## src/rtl/keypad_if.sv

```systemverilog
// keypad_if: keypad pins plus the key-code hand-off to the consumer.
//   master: the scanner. It reads rows_n and key_ack and drives cols_n, key_code,
//           key_valid, key_down and overrun.
//   slave : the keypad/consumer side, with the directions mirrored.
//   rows_n    : keypad rows, active-low, asynchronous to clk
//   cols_n    : keypad columns, active-low, at most one column low at a time
//   key_code  : {row_idx, col_idx} of the last accepted key
//   key_valid : high while an accepted key has not been acknowledged
//   key_ack   : consumer acknowledge, clears key_valid
//   key_down  : high while a debounced key is held
//   overrun   : sticky, set when a key is accepted over an unacknowledged one
interface keypad_if;
  logic [3:0] rows_n;
  logic [3:0] cols_n;
  logic [3:0] key_code;
  logic       key_valid;
  logic       key_ack;
  logic       key_down;
  logic       overrun;

  modport master (
    input  rows_n, key_ack,
    output cols_n, key_code, key_valid, key_down, overrun
  );

  modport slave (
    output rows_n, key_ack,
    input  cols_n, key_code, key_valid, key_down, overrun
  );
endinterface

```

## src/rtl/keypad_scan.sv

```systemverilog
// keypad_scan: 4x4 matrix keypad scanner.
//   Drives one column low at a time and reads the active-low rows. A prescaler
//   sets how long each column stays low. Each full four-column scan is
//   classified as NONE, SINGLE or MULTI. A debounce FSM accepts a key after
//   DEBOUNCE_SCANS identical SINGLE scans. It treats the key as released after
//   DEBOUNCE_SCANS NONE scans. Accepted codes are presented through a
//   valid/ack holding register.
// Ports:
//   clk      : rising-edge clock
//   reset    : synchronous, active-high
//   turbosim : selects PRESCALER_RLD_TURBOSIM as the column dwell reload
//   en       : scanner enable. When low, the scan state is reinitialised. The
//              held key code, valid flag and overrun flag are kept, and the
//              acknowledge still works.
//   kp       : keypad_if.master (rows_n, key_ack in; cols_n, key_code,
//              key_valid, key_down, overrun out)
// Build option:
//   KEYPAD_REPEAT_EN : auto-repeat of a held key. The first repeat comes
//                      REPEAT_DELAY_SCANS scans after acceptance, and further
//                      repeats follow every REPEAT_RATE_SCANS scans.
module keypad_scan #(
  parameter int unsigned PRESCALER_RLD          = 49_999,
  parameter int unsigned PRESCALER_RLD_TURBOSIM = 7,
  parameter int unsigned DEBOUNCE_SCANS         = 3,
  parameter int unsigned REPEAT_DELAY_SCANS     = 100,
  parameter int unsigned REPEAT_RATE_SCANS      = 25
) (
  input  logic     clk,
  input  logic     reset,
  input  logic     turbosim,
  input  logic     en,
  keypad_if.master kp
);

  localparam int unsigned PRESC_MAX = (PRESCALER_RLD > PRESCALER_RLD_TURBOSIM) ?
                                      PRESCALER_RLD : PRESCALER_RLD_TURBOSIM;
  localparam int PRESC_W = $clog2(PRESC_MAX + 1);
  // The debounce counter holds "scans still required minus one". IDLE/HELD has
  // already consumed the first qualifying scan when the counter is loaded.
  localparam int unsigned CNT_LOAD = (DEBOUNCE_SCANS >= 2) ? DEBOUNCE_SCANS - 2 : 0;
  localparam int CNT_W = (CNT_LOAD > 0) ? $clog2(CNT_LOAD + 1) : 1;

  localparam logic [1:0] RES_NONE   = 2'd0;
  localparam logic [1:0] RES_SINGLE = 2'd1;
  localparam logic [1:0] RES_MULTI  = 2'd2;

  typedef enum logic [1:0] {ST_IDLE, ST_PRESS, ST_HELD, ST_RELEASE} state_t;

  state_t             state_q;
  logic [CNT_W-1:0]   cnt_q;
  logic [3:0]         cand_q;
  logic [3:0]         rows_s1_q, rows_s2_q;
  logic [PRESC_W-1:0] presc_q;
  logic [1:0]         ptr_q;
  logic [1:0]         acc_cnt_q;
  logic [3:0]         acc_code_q;
  logic [3:0]         key_code_q;
  logic               key_valid_q, key_down_q, overrun_q;

  logic [PRESC_W-1:0] presc_rld;
  logic               scan_en, tick, scan_end;
  logic [3:0]         low;
  logic [1:0]         row_idx;
  logic               one_low;
  logic [1:0]         samp_cnt;
  logic [3:0]         samp_code;

`ifdef KEYPAD_REPEAT_EN
  localparam int unsigned REP_MAX = (REPEAT_DELAY_SCANS > REPEAT_RATE_SCANS) ?
                                    REPEAT_DELAY_SCANS : REPEAT_RATE_SCANS;
  localparam int REP_W = $clog2(REP_MAX + 1);
  localparam logic [REP_W-1:0] REP_DELAY_LD = REP_W'(REPEAT_DELAY_SCANS - 1);
  localparam logic [REP_W-1:0] REP_RATE_LD  = REP_W'(REPEAT_RATE_SCANS - 1);
  logic [REP_W-1:0] rep_q;
`else
  // The repeat parameters are inert without the feature.
  if (REPEAT_DELAY_SCANS == 0 || REPEAT_RATE_SCANS == 0) begin : g_repeat_cfg_unused
  end
`endif

  assign presc_rld = turbosim ? PRESC_W'(PRESCALER_RLD_TURBOSIM) : PRESC_W'(PRESCALER_RLD);
  assign scan_en   = en & ~reset;
  assign tick      = (presc_q == '0);
  assign scan_end  = tick & (ptr_q == 2'd3);

  assign kp.cols_n    = scan_en ? ~(4'b0001 << ptr_q) : 4'b1111;
  assign kp.key_code  = key_code_q;
  assign kp.key_valid = key_valid_q;
  assign kp.key_down  = key_down_q;
  assign kp.overrun   = overrun_q;

  // Fold the current column's sample into the scan accumulator. The result
  // includes this sample, so the scan-end decision sees the last column too.
  always_comb begin
    low       = ~rows_s2_q;
    row_idx   = 2'd0;
    one_low   = 1'b1;
    samp_cnt  = acc_cnt_q;
    samp_code = acc_code_q;
    case (low)
      4'b0001: row_idx = 2'd0;
      4'b0010: row_idx = 2'd1;
      4'b0100: row_idx = 2'd2;
      4'b1000: row_idx = 2'd3;
      default: one_low = 1'b0;
    endcase
    if (one_low) begin
      samp_cnt  = (acc_cnt_q == RES_MULTI) ? RES_MULTI : acc_cnt_q + 2'd1;
      samp_code = {row_idx, ptr_q};
    end else if (low != 4'b0000) begin
      samp_cnt = RES_MULTI;
    end
  end

  always_ff @(posedge clk) begin
    if (reset) begin
      rows_s1_q   <= 4'b1111;
      rows_s2_q   <= 4'b1111;
      presc_q     <= presc_rld;
      ptr_q       <= 2'd0;
      acc_cnt_q   <= 2'd0;
      acc_code_q  <= 4'd0;
      state_q     <= ST_IDLE;
      cnt_q       <= '0;
      cand_q      <= 4'd0;
      key_code_q  <= 4'd0;
      key_valid_q <= 1'b0;
      key_down_q  <= 1'b0;
      overrun_q   <= 1'b0;
`ifdef KEYPAD_REPEAT_EN
      rep_q       <= '0;
`endif
    end else begin
      rows_s1_q <= kp.rows_n;
      rows_s2_q <= rows_s1_q;

      // The acknowledge is handled first. An accept later in this block
      // overrides key_valid, which gives "new code, still valid, no overrun"
      // when accept and ack land together.
      if (kp.key_ack && key_valid_q) begin
        key_valid_q <= 1'b0;
        overrun_q   <= 1'b0;
      end

      if (!en) begin
        presc_q    <= presc_rld;
        ptr_q      <= 2'd0;
        acc_cnt_q  <= 2'd0;
        acc_code_q <= 4'd0;
        state_q    <= ST_IDLE;
        cnt_q      <= '0;
        key_down_q <= 1'b0;
`ifdef KEYPAD_REPEAT_EN
        rep_q      <= '0;
`endif
      end else begin
        if (tick) begin
          presc_q <= presc_rld;
          ptr_q   <= ptr_q + 2'd1;
          if (scan_end) begin
            acc_cnt_q  <= 2'd0;
            acc_code_q <= 4'd0;
          end else begin
            acc_cnt_q  <= samp_cnt;
            acc_code_q <= samp_code;
          end
        end else begin
          presc_q <= presc_q - PRESC_W'(1);
        end

        if (scan_end) begin
          case (state_q)
            ST_IDLE: begin
              if (samp_cnt == RES_SINGLE) begin
                cand_q <= samp_code;
                if (DEBOUNCE_SCANS <= 1) begin
                  key_code_q  <= samp_code;
                  key_valid_q <= 1'b1;
                  if (key_valid_q && !kp.key_ack) overrun_q <= 1'b1;
                  state_q     <= ST_HELD;
                  key_down_q  <= 1'b1;
`ifdef KEYPAD_REPEAT_EN
                  rep_q       <= REP_DELAY_LD;
`endif
                end else begin
                  state_q <= ST_PRESS;
                  cnt_q   <= CNT_W'(CNT_LOAD);
                end
              end
            end
            ST_PRESS: begin
              if (samp_cnt == RES_SINGLE && samp_code == cand_q) begin
                if (cnt_q == '0) begin
                  key_code_q  <= cand_q;
                  key_valid_q <= 1'b1;
                  if (key_valid_q && !kp.key_ack) overrun_q <= 1'b1;
                  state_q     <= ST_HELD;
                  key_down_q  <= 1'b1;
`ifdef KEYPAD_REPEAT_EN
                  rep_q       <= REP_DELAY_LD;
`endif
                end else begin
                  cnt_q <= cnt_q - CNT_W'(1);
                end
              end else begin
                state_q <= ST_IDLE;
              end
            end
            ST_HELD: begin
              if (samp_cnt == RES_NONE) begin
`ifdef KEYPAD_REPEAT_EN
                rep_q <= '0;
`endif
                if (DEBOUNCE_SCANS <= 1) begin
                  state_q    <= ST_IDLE;
                  key_down_q <= 1'b0;
                end else begin
                  state_q <= ST_RELEASE;
                  cnt_q   <= CNT_W'(CNT_LOAD);
                end
              end
`ifdef KEYPAD_REPEAT_EN
              else if (rep_q == '0) begin
                key_code_q  <= cand_q;
                key_valid_q <= 1'b1;
                if (key_valid_q && !kp.key_ack) overrun_q <= 1'b1;
                rep_q       <= REP_RATE_LD;
              end else begin
                rep_q <= rep_q - REP_W'(1);
              end
`endif
            end
            ST_RELEASE: begin
              if (samp_cnt == RES_NONE) begin
                if (cnt_q == '0) begin
                  state_q    <= ST_IDLE;
                  key_down_q <= 1'b0;
                end else begin
                  cnt_q <= cnt_q - CNT_W'(1);
                end
              end else begin
                // The key bounced back before release was confirmed. Resume
                // holding without a second accept.
                state_q <= ST_HELD;
`ifdef KEYPAD_REPEAT_EN
                rep_q   <= REP_DELAY_LD;
`endif
              end
            end
            default: state_q <= ST_IDLE;
          endcase
        end
      end
    end
  end

endmodule

```

## src/flat_wrapper.sv

```systemverilog
// flat-port wrapper written by rule: the top's interface ports become plain ports
module keypad_scan_flat 
#(
  parameter int unsigned PRESCALER_RLD          = 49_999,
  parameter int unsigned PRESCALER_RLD_TURBOSIM = 7,
  parameter int unsigned DEBOUNCE_SCANS         = 3,
  parameter int unsigned REPEAT_DELAY_SCANS     = 100,
  parameter int unsigned REPEAT_RATE_SCANS      = 25
)
  (clk, reset, turbosim, en, kp_rows_n, kp_key_ack, kp_cols_n, kp_key_code, kp_key_valid, kp_key_down, kp_overrun);
  keypad_if kp_i ();
  input  logic clk;
  input  logic reset;
  input  logic turbosim;
  input  logic en;
  input wire logic [$bits(kp_i.rows_n)-1:0] kp_rows_n;
  input wire logic [$bits(kp_i.key_ack)-1:0] kp_key_ack;
  output wire logic [$bits(kp_i.cols_n)-1:0] kp_cols_n;
  output wire logic [$bits(kp_i.key_code)-1:0] kp_key_code;
  output wire logic [$bits(kp_i.key_valid)-1:0] kp_key_valid;
  output wire logic [$bits(kp_i.key_down)-1:0] kp_key_down;
  output wire logic [$bits(kp_i.overrun)-1:0] kp_overrun;
  assign kp_i.rows_n = kp_rows_n;
  assign kp_i.key_ack = kp_key_ack;
  assign kp_cols_n = kp_i.cols_n;
  assign kp_key_code = kp_i.key_code;
  assign kp_key_valid = kp_i.key_valid;
  assign kp_key_down = kp_i.key_down;
  assign kp_overrun = kp_i.overrun;
  keypad_scan #(.PRESCALER_RLD(PRESCALER_RLD), .PRESCALER_RLD_TURBOSIM(PRESCALER_RLD_TURBOSIM), .DEBOUNCE_SCANS(DEBOUNCE_SCANS), .REPEAT_DELAY_SCANS(REPEAT_DELAY_SCANS), .REPEAT_RATE_SCANS(REPEAT_RATE_SCANS)) u_core (.clk(clk), .reset(reset), .turbosim(turbosim), .en(en), .kp(kp_i));
endmodule
```

## config.mk

```make
export PLATFORM = sky130hd
export DESIGN_NAME = keypad_scan_flat
export DESIGN_NICKNAME = d
export VERILOG_FILES = /design/src/rtl/keypad_if.sv /design/src/rtl/keypad_scan.sv /design/src/flat_wrapper.sv
export SDC_FILE = /design/constraint.sdc
export NUM_CORES = 1
export LEC_CHECK = 0
export CAP_MARGIN = 0
export CORE_MARGIN = 1
export CORE_UTILIZATION = 25
export CTS_CLUSTER_DIAMETER = 150
export DETAILED_ROUTE_END_ITERATION = 6
export MAX_ROUTING_LAYER = met4
export SETUP_SLACK_MARGIN = 0.3
export SYNTH_ARGS = -nofsm -noshare
export SYNTH_HDL_FRONTEND = slang
export SYNTH_SLANG_ARGS = --single-unit
```

## constraint.sdc

```tcl
create_clock -name clk -period 2.3 [get_ports clk]
set_input_delay 0.345 -clock clk [delete_from_list [all_inputs] [get_ports clk]]
set_output_delay 0.345 -clock clk [all_outputs]
set_load 0.02 [all_outputs]
```

==> flow_summary.toml, run 1 <==
[outcome]
outcome = "complete, no violations"

[pwr]
pwr-share-seq_pct = 50.8
clock_power_share_pct = 37.0
switching_power_uw = 390
ir_drop_mv = 0.208
p_comb_share_pct = 12.2
power_density_mw_per_mm2 = 517
p_int_mw = 1.23
p_sw_share_pct = 24.0
p_leak_nw = 1.11

[final_layout]
post-route-util_pct = 37.5
antennaDiodeCount = 0
nets = 325
layout-drive-gt1-share_pct = 36.1
area_growth_pct = 42.6
nFillCells = 854

[placed_design]
detailed_place_hpwl_um = 3460
gp_congestion = 0.735
port_buffers = 19

[grt]
track_usage_pct = 11.9
grt_max_degree = 20
grt_pass1_vias = 1767
grt_pass1_wl_um = 8180
antenna_found_initial = 0
grt_overflow = 0

[timing]
setup_viol = 0
drv_slew = 0
tightest_slew_ns = 0.460
rsz0062_at_grt = "yes"
finalClockSkew_ns = 0.0111
max_freq_mhz = 457
min_period_over_period_pct = 95.2
post-route-min-period_ns = 2.19
hold_violations = 0
finalSetupTns_ns = 0
timing.slew.headroom_pct = 69.3

[drt]
wirelength_um = 4990
drc = 0
avgRoutedWirePerCell_um = 12.0
vias_per_cell = 4.67
ant_nets = 0
drt_iter0_markers = 52
drt-pass1-iter-count = 4
vias = 1936

[worst_setup_path]
slowest_stage = "or4_4"
max_stage_delay_ns = 0.53
critPathBufInv = 0
worstPathCellList = "or4_4 -> or3_4 -> nor3_4 -> and4b_2 -> and2_4 -> a31oi_4 -> a211oi_2"
crit_arrival_ns = 2.41
required_ns = 2.52
start_kind = "register"
cp-end-kind = "register"
crit_fanout = 6
critPathTopFamily = "simple AND/OR/NAND/NOR gates"
worst-setup-path-type = "reg2reg"

[logic_synthesis]
ys_ff_latch = 46
synth_ff_type = "dfxtp_1"
synth_edf_count = 0
syn_nets = 276
async_flop_share_pct = 0
synth_area_mm2 = 0.00221
syn-mean-instance-area_um2 = 8.48
ys_types = 44
ys_seq_area_share_pct = 41.7
synthCells = 260
yosys_warnings = 0

[cts]
cts_max_path_buffers = 2
cts_tree = "built"
path_clk_slew_ns = 0.09
cts_sinks = 46
insertion_delay_ns = 0.30
numCtsBuffers = 5
cts_hold_buf = 0
htree_num_levels = 2
root_buffer = "clkbuf_8"

[die]
die_y_um = 95.9
core_area_mm2 = 0.00838
ioPinCount = 20
die_w_um = 95.9
rows = 33
die_area_mm2 = 0.00920
start_util_pct = 26.3

[min_path]
hp-class = "reg2reg"

[run]
drv_cap = 0
==> cell usage in the layout (no fill, tap or decap), drive strengths merged, types with 6 or more instances in the layout <==
cell / synthesis / final
clkdlybuf4s50: 0 / 15
nand3: 8 / 8
dfxtp: 46 / 46
nor2: 24 / 24
inv: 9 / 9
nor4: 6 / 6
buf: 3 / 36
nor3: 12 / 12
nand2: 25 / 25
xnor2: 10 / 10
clkbuf: 10 / 6
ha: 7 / 7
a21oi: 22 / 22
o21ai: 9 / 9
or2: 12 / 12
==> synthesized netlist by cell type (3+ instances only) <==
master	instances	area share, %
dfxtp_1	46	42
nand2_1	25	4.3
nor2_1	24	4.1
a21oi_1	22	5.0
nor3_1	11	2.5
or2_2	11	3.1
clkbuf_1	10	1.7
xnor2_1	10	4.0
inv_1	9	1.5
o21ai_0	9	2.0
nand3_1	8	1.8
ha_1	7	4.0
nor4_1	6	1.7
mux2i_1	5	2.3
xor2_1	5	2.0
nor2b_1	4	1.1
or3_1	4	1.1
a31oi_1	3	0.85
and2_1	3	0.85
nand2b_1	3	0.85
nand3b_1	3	1.0
nand4_1	3	0.85
nand4b_1	3	1.2
==> layout make-up <==
type | count | area (um2) | area share [%]
clock buffer | 6 | 72.6 | 2.31
inverter | 9 | 33.8 | 1.07
tap | 105 | 131 | 4.18
sequential | 46 | 928 | 29.5
timing repair buffer | 55 | 479 | 15.2
clock inverter | 2 | 37.5 | 1.19
multi-input combinational | 192 | 1460 | 46.5
==> path summary, 6_finish.rpt <==
| path | slack, ns | endpoint | from | cells after the start |
|---|---|---|---|---|
| max | 0.11 | register | u_core.presc_q[11] | 7 |
| min | 0.40 | u_core.presc_q[0] | u_core.presc_q[0] | 1 |
| max reg2reg | 0.11 | register | u_core.presc_q[11] | 7 |
| min reg2reg | 0.40 | u_core.presc_q[0] | u_core.presc_q[0] | 1 |
==> power by group through the flow <==
stage | logic [mW] | registers [mW] | clock network [mW]
final | 0.199 | 0.825 | 0.601
after global routing | 0.217 | 0.828 | 0.654
after CTS | 0.171 | 0.825 | 0.620
after detailed placement | 0.158 | 0.843 | 0
after global placement | 0.156 | 0.843 | 0
after floorplan | 0.0950 | 0.840 | 0
==> cells by family after synthesis <==
kind of cell | share of synthesized area (%)
AND/OR/NAND/NOR | 28.6
buffers and inverters | 4.08
multiplexers | 2.78
flip-flops | 41.7
AO/OA/AOI/OAI | 12.9
adder cells (fa/ha/maj) | 3.97
XOR/XNOR | 5.96
==> metal layers <==
metal	share of wire (%)	track usage, %	vias up
met4	1.2	3.73	0
met3	2.8	2.76	6
li1	-	-	1001
met2	47	18.0	21
met1	49	15.6	908
met5	0	-	-
==> sequential cells by signal, summed over array words and instances, names as in the netlist, named ones only <==
name and flops:
u_core.acc_cnt_q 2, u_core.rows_s1_q 4, u_core.presc_q 16, u_core.rows_s2_q 4, u_core.kp.key_down 1, u_core.state_q 2, u_core.kp.key_valid 1, u_core.cnt_q 1
u_core.cand_q 4, u_core.acc_code_q 4, u_core.kp.key_code 4, u_core.ptr_q 2
==> through the flow <==
step / cell area (um2) / instances / worst slack [ns] / total power, mW / hold WS [ns]
after floorplan: 2250 / 260 / -0.00252 / 0.935 / 0.371
after global placement: 2700 / 398 / -0.0335 / 0.999 / 0.385
after detailed placement: 2700 / 398 / -0.107 / 1.00 / 0.389
after CTS: 2930 / 414 / 0.0548 / 1.62 / 0.408
after global routing: 3150 / 415 / 0.0339 / 1.70 / 0.422
final: 3150 / 415 / 0.111 / 1.62 / 0.403
==> repair_timing <==
item / 4_1_cts / 5_1_grt
gates cloned: 0 / 0
setup endpoints to repair: 38 / 42
hold endpoints to repair: 0 / 0
pin swaps: 11 / 22
resized for setup: 21 / 55
buffers inserted: 8 / 1
(Power assumes the default switching activity.)
==> run 2: changes to the inputs <==
- CORE_ASPECT_RATIO: unset -> 1.5
==> flow_summary.toml, run 2 (same netlist as run 1, synthesis figures left out) <==
[worst_setup_path]
cp-end-kind = "register"
crit_fanout = 4
crit_arrival_ns = 2.41
start_kind = "register"
required_ns = 2.50
worst-setup-path-type = "reg2reg"

[die]
rows = 41
die_w_um = 78.7
core_area_mm2 = 0.00846
start_util_pct = 26.1
die_area_mm2 = 0.00921
ioPinCount = 20
die_y_um = 117

[pwr]
p_sw_share_pct = 22.5
ir_drop_mv = 0.275
pwr-share-seq_pct = 45.1
finalPower_mw = 1.83
switching_power_uw = 413
p_leak_nw = 1.15
clock_power_share_pct = 44.6
p_int_mw = 1.42
power_density_mw_per_mm2 = 574
p_comb_share_pct = 10.3

[final_layout]
largest_reg_flops = 16
final_cell_area_mm2 = 0.00319
layout-drive-gt1-share_pct = 35.4
area_growth_pct = 44.8
antennaDiodeCount = 0
stdcell_count = 421
nets = 329
max_flop_register = "u_core.presc_q"
mostFrequentLayoutCells = "dfxtp_1, buf_4, nand2_1"
final_common_cell = "dfxtp_1"
post-route-util_pct = 37.7

[grt]
track_usage_pct = 12.6
grt_most_used_layer = "met2"
gr-usage-met1_pct = 12.2
grtUsageMet2_pct = 23.9
antenna_found_initial = 0
grt_overflow = 0
grt_max_degree = 20
grt_pass1_vias = 1997
grt.met3_usage_pct = 2.09
grt_pass1_wl_um = 8760

[drt]
wirelength_um = 5290
ant_nets = 0
avgRoutedWirePerCell_um = 12.6
drc = 0
vias_per_cell = 4.70
vias = 1980
drt-pass1-iter-count = 4
drt_iter0_markers = 103

[cts]
path_clk_slew_ns = 0.06
insertion_delay_ns = 0.29
cts_tree = "built"
htree_num_levels = 2
numCtsBuffers = 5
cts_sinks = 46
cts_max_path_buffers = 2
root_buffer = "clkbuf_16"

[timing]
hold_violations = 0
finalSetupTns_ns = 0
post-route-min-period_ns = 2.21
min_period_over_period_pct = 96.1
setup_ws_ns = 0.0900
setup_viol = 0
finalClockSkew_ns = 0.00694
tightest_slew_ns = 0.486
drv_slew = 0
max_freq_mhz = 452
holdWs_ns = 0.398
timing.slew.headroom_pct = 67.6
rsz0062_at_grt = "yes"

[outcome]
outcome = "complete, no violations"

[min_path]
hp-class = "reg2reg"

[placed_design]
placed_cell_area_mm2 = 0.00273
dp_slack_ns = -0.0363
detailed_place_hpwl_um = 3740
port_buffers = 19
gp_congestion = 0.806
dp.cells = 403

[run]
drv_cap = 0
-- run 2: cell count changes in the layout (fill, tap and decap cells not counted), sizes merged --
cell,change
clkinvlp,-1
inv,+1
clkbuf,-1
buf,+4
dlygate4sd2,-1
clkdlybuf4s15,+1
clkinv,+1
-- run 2: cell type report --
type,count,area [um2]
well taps,107,134
flip-flops and latches,46,926
multi-input cells,192,1410
fillers,837,5270
clock inverters,3,43.8
repair buffers,59,520
inverters,9,33.8
clock buffers,5,125
-- run 2: power by group through the flow --
| stage | combinational, mW | sequential (mW) | clock [mW] |
|---|---|---|---|
| 2_1_floorplan | 0.0950 | 0.840 | 0 |
| 3_3_place_gp | 0.163 | 0.844 | 0 |
| 3_5_place_dp | 0.165 | 0.844 | 0 |
| 4_1_cts | 0.177 | 0.827 | 0.845 |
| 5_1_grt | 0.206 | 0.829 | 0.877 |
| 6_report | 0.188 | 0.827 | 0.818 |
-- run 2: final timing paths --
path	from	to	slack, ns	cells after the start
setup / recovery	u_core.presc_q[12]	u_core.kp.key_down	0.09	7
hold / removal	u_core.presc_q[0]	u_core.presc_q[0]	0.40	1
setup reg to reg	u_core.presc_q[12]	u_core.kp.key_down	0.09	7
hold reg to reg	u_core.presc_q[0]	u_core.presc_q[0]	0.40	1
-- run 2: what timing repair did --
item,4_1_cts,5_1_grt
resized for setup,40,29
pin swaps,20,9
setup buffers,5,4
setup endpoints to repair,38,39
hold buffers,0,0
cloned,1,0
-- run 2: worst max-delay path: stages, from the launching register on --
cell and delay (ns):
dfxtp_2 0.32, or4_4 0.53, or3_4 0.38, nor3_4 0.19, and4b_2 0.28, buf_4 0.13, nand2_1 0.08, a221oi_2 0.22
-- run 2: layer usage --
| metal | part of all wire, % | vias up |
|---|---|---|
| met5 | 0 | - |
| met2 | 57 | 34 |
| met1 | 39 | 925 |
| li1 | - | 1007 |
| met3 | 2.2 | 14 |
| met4 | 2.5 | 0 |
==> run 3: changes to the inputs <==
- CORE_UTILIZATION: 25 -> 50
- PLACE_DENSITY: unset -> 0.74
==> flow_summary.toml, run 3 (same netlist as run 1, synthesis figures left out) <==
[grt]
grt_pass1_wl_um = 8660
track_usage_pct = 23.6
grt_max_degree = 20
grt_overflow = 0
antenna_found_initial = 0
grt_pass1_vias = 2098

[timing]
min_period_over_period_pct = 98.2
setup_ws_ns = 0.0419
finalSetupTns_ns = 0
tightest_slew_ns = 0.462
hold_violations = 0
timing.slew.headroom_pct = 69.2
setup_viol = 0
drv_slew = 0
post-route-min-period_ns = 2.26
rsz0062_at_grt = "yes"
max_freq_mhz = 443
finalClockSkew_ns = 0.00552

[drt]
vias_per_cell = 5.71
ant_nets = 0
drt-pass1-iter-count = 4
drc = 0
wirelength_um = 5460
drt_iter0_markers = 49
avgRoutedWirePerCell_um = 15.0
vias = 2072

[pwr]
p_sw_share_pct = 25.6
switching_power_uw = 397
p_leak_nw = 1.16
p_int_mw = 1.15
power_density_mw_per_mm2 = 496
finalPower_mw = 1.55
p_comb_share_pct = 13.1
clock_power_share_pct = 33.5
ir_drop_mv = 0.508
pwr-share-seq_pct = 53.3

[die]
die_area_mm2 = 0.00469
start_util_pct = 52.0
ioPinCount = 20
rows = 29
die_w_um = 56.2
die_y_um = 83.4
core_area_mm2 = 0.00425

[cts]
numCtsBuffers = 5
root_buffer = "clkbuf_8"
htree_num_levels = 2
path_clk_slew_ns = 0.09
insertion_delay_ns = 0.30
cts_max_path_buffers = 2
cts_tree = "built"
cts_sinks = 46
cts_hold_buf = 0

[outcome]
outcome = "complete, no violations"

[final_layout]
final_common_cell = "dfxtp_1"
stdcell_count = 363
mostFrequentLayoutCells = "dfxtp_1, buf_4, nor2_1"
multi_input_area_mm2 = 0.00146
area_growth_pct = 41.6
seq_area_um2 = 928
post-route-util_pct = 73.6
largest_reg_flops = 16
nets = 332
layout-drive-gt1-share_pct = 38.8
nFillCells = 271
antennaDiodeCount = 0
max_flop_register = "u_core.presc_q"

[placed_design]
dp_slack_ns = -0.0823
dp.cells = 341
detailed_place_hpwl_um = 3540
gp_congestion = 0.863
port_buffers = 19

[worst_setup_path]
crit_arrival_ns = 2.49
crit_fanout = 5
worst-setup-path-type = "reg2reg"
start_kind = "register"
cp-end-kind = "register"
required_ns = 2.53

[run]
drv_cap = 0

[min_path]
hp-class = "reg2reg"
[run 3: cell count changes in the layout (fill, tap and decap cells not counted), moves of 4 or more]
cell,previous run,this run
a21oi_1,6,10
clkbuf_16,5,0
nand2_1,21,17
nand2_2,2,7
clkbuf_8,0,6
buf_6,5,11
a21oi_2,16,12
[run 3: power by group through the flow]
stage,clock network [mW],logic (mW),registers (mW)
final,0.520,0.204,0.826
after floorplan,0,0.0950,0.840
after global routing,0.561,0.221,0.829
after global placement,0,0.155,0.843
after CTS,0.528,0.184,0.825
after detailed placement,0,0.157,0.844
[run 3: area by class of cell]
type | count | area share [%]
multi-input combinational | 192 | 46.6
timing repair buffer | 62 | 17.7
sequential | 46 | 29.7
clock buffer | 6 | 2.64
inverter | 9 | 1.08
tap | 46 | 1.84
clock inverter | 2 | 0.401
[run 3: final timing paths]
check                           from                   to  slack, ns  cells past startpoint
setup / recovery  u_core.presc_q[12]  u_core.acc_cnt_q[0]       0.04                      8
hold / removal     u_core.presc_q[0]    u_core.presc_q[0]       0.41                      1
setup reg to reg  u_core.presc_q[12]  u_core.acc_cnt_q[0]       0.04                      8
hold reg to reg    u_core.presc_q[0]    u_core.presc_q[0]       0.41                      1
[run 3: worst max-delay path, stage by stage (launching register included)]
cell	delay, ns
dfxtp_2	0.33
or4_4	0.53
or3_4	0.38
buf_6	0.13
or3_4	0.37
buf_6	0.15
nor3_4	0.14
a21oi_1	0.05
nor2_1	0.11
[run 3: what timing repair did]
action | CTS | global route
hold endpoints to repair | 0 | 0
setup endpoints to repair | 38 | 41
setup buffers | 8 | 6
resized for setup | 43 | 40
pin swaps | 21 | 8
[run 3: layer usage]
layer | wire length, um | track usage, % | vias up
met4 | 95 | 10.2 | 0
met2 | 3230 | 45.3 | 28
li1 | - | - | 1019
met3 | 95 | 4.05 | 10
met1 | 2040 | 22.1 | 1015
met5 | 0 | - | -
[run 3: through the flow]
stage / cell area (um2) / hold WS [ns]
6_report: 3120 / 0.411
5_1_grt: 3120 / 0.428
4_1_cts: 2950 / 0.414
3_5_place_dp: 2640 / 0.393
3_3_place_gp: 2640 / 0.387
2_1_floorplan: 2250 / 0.371
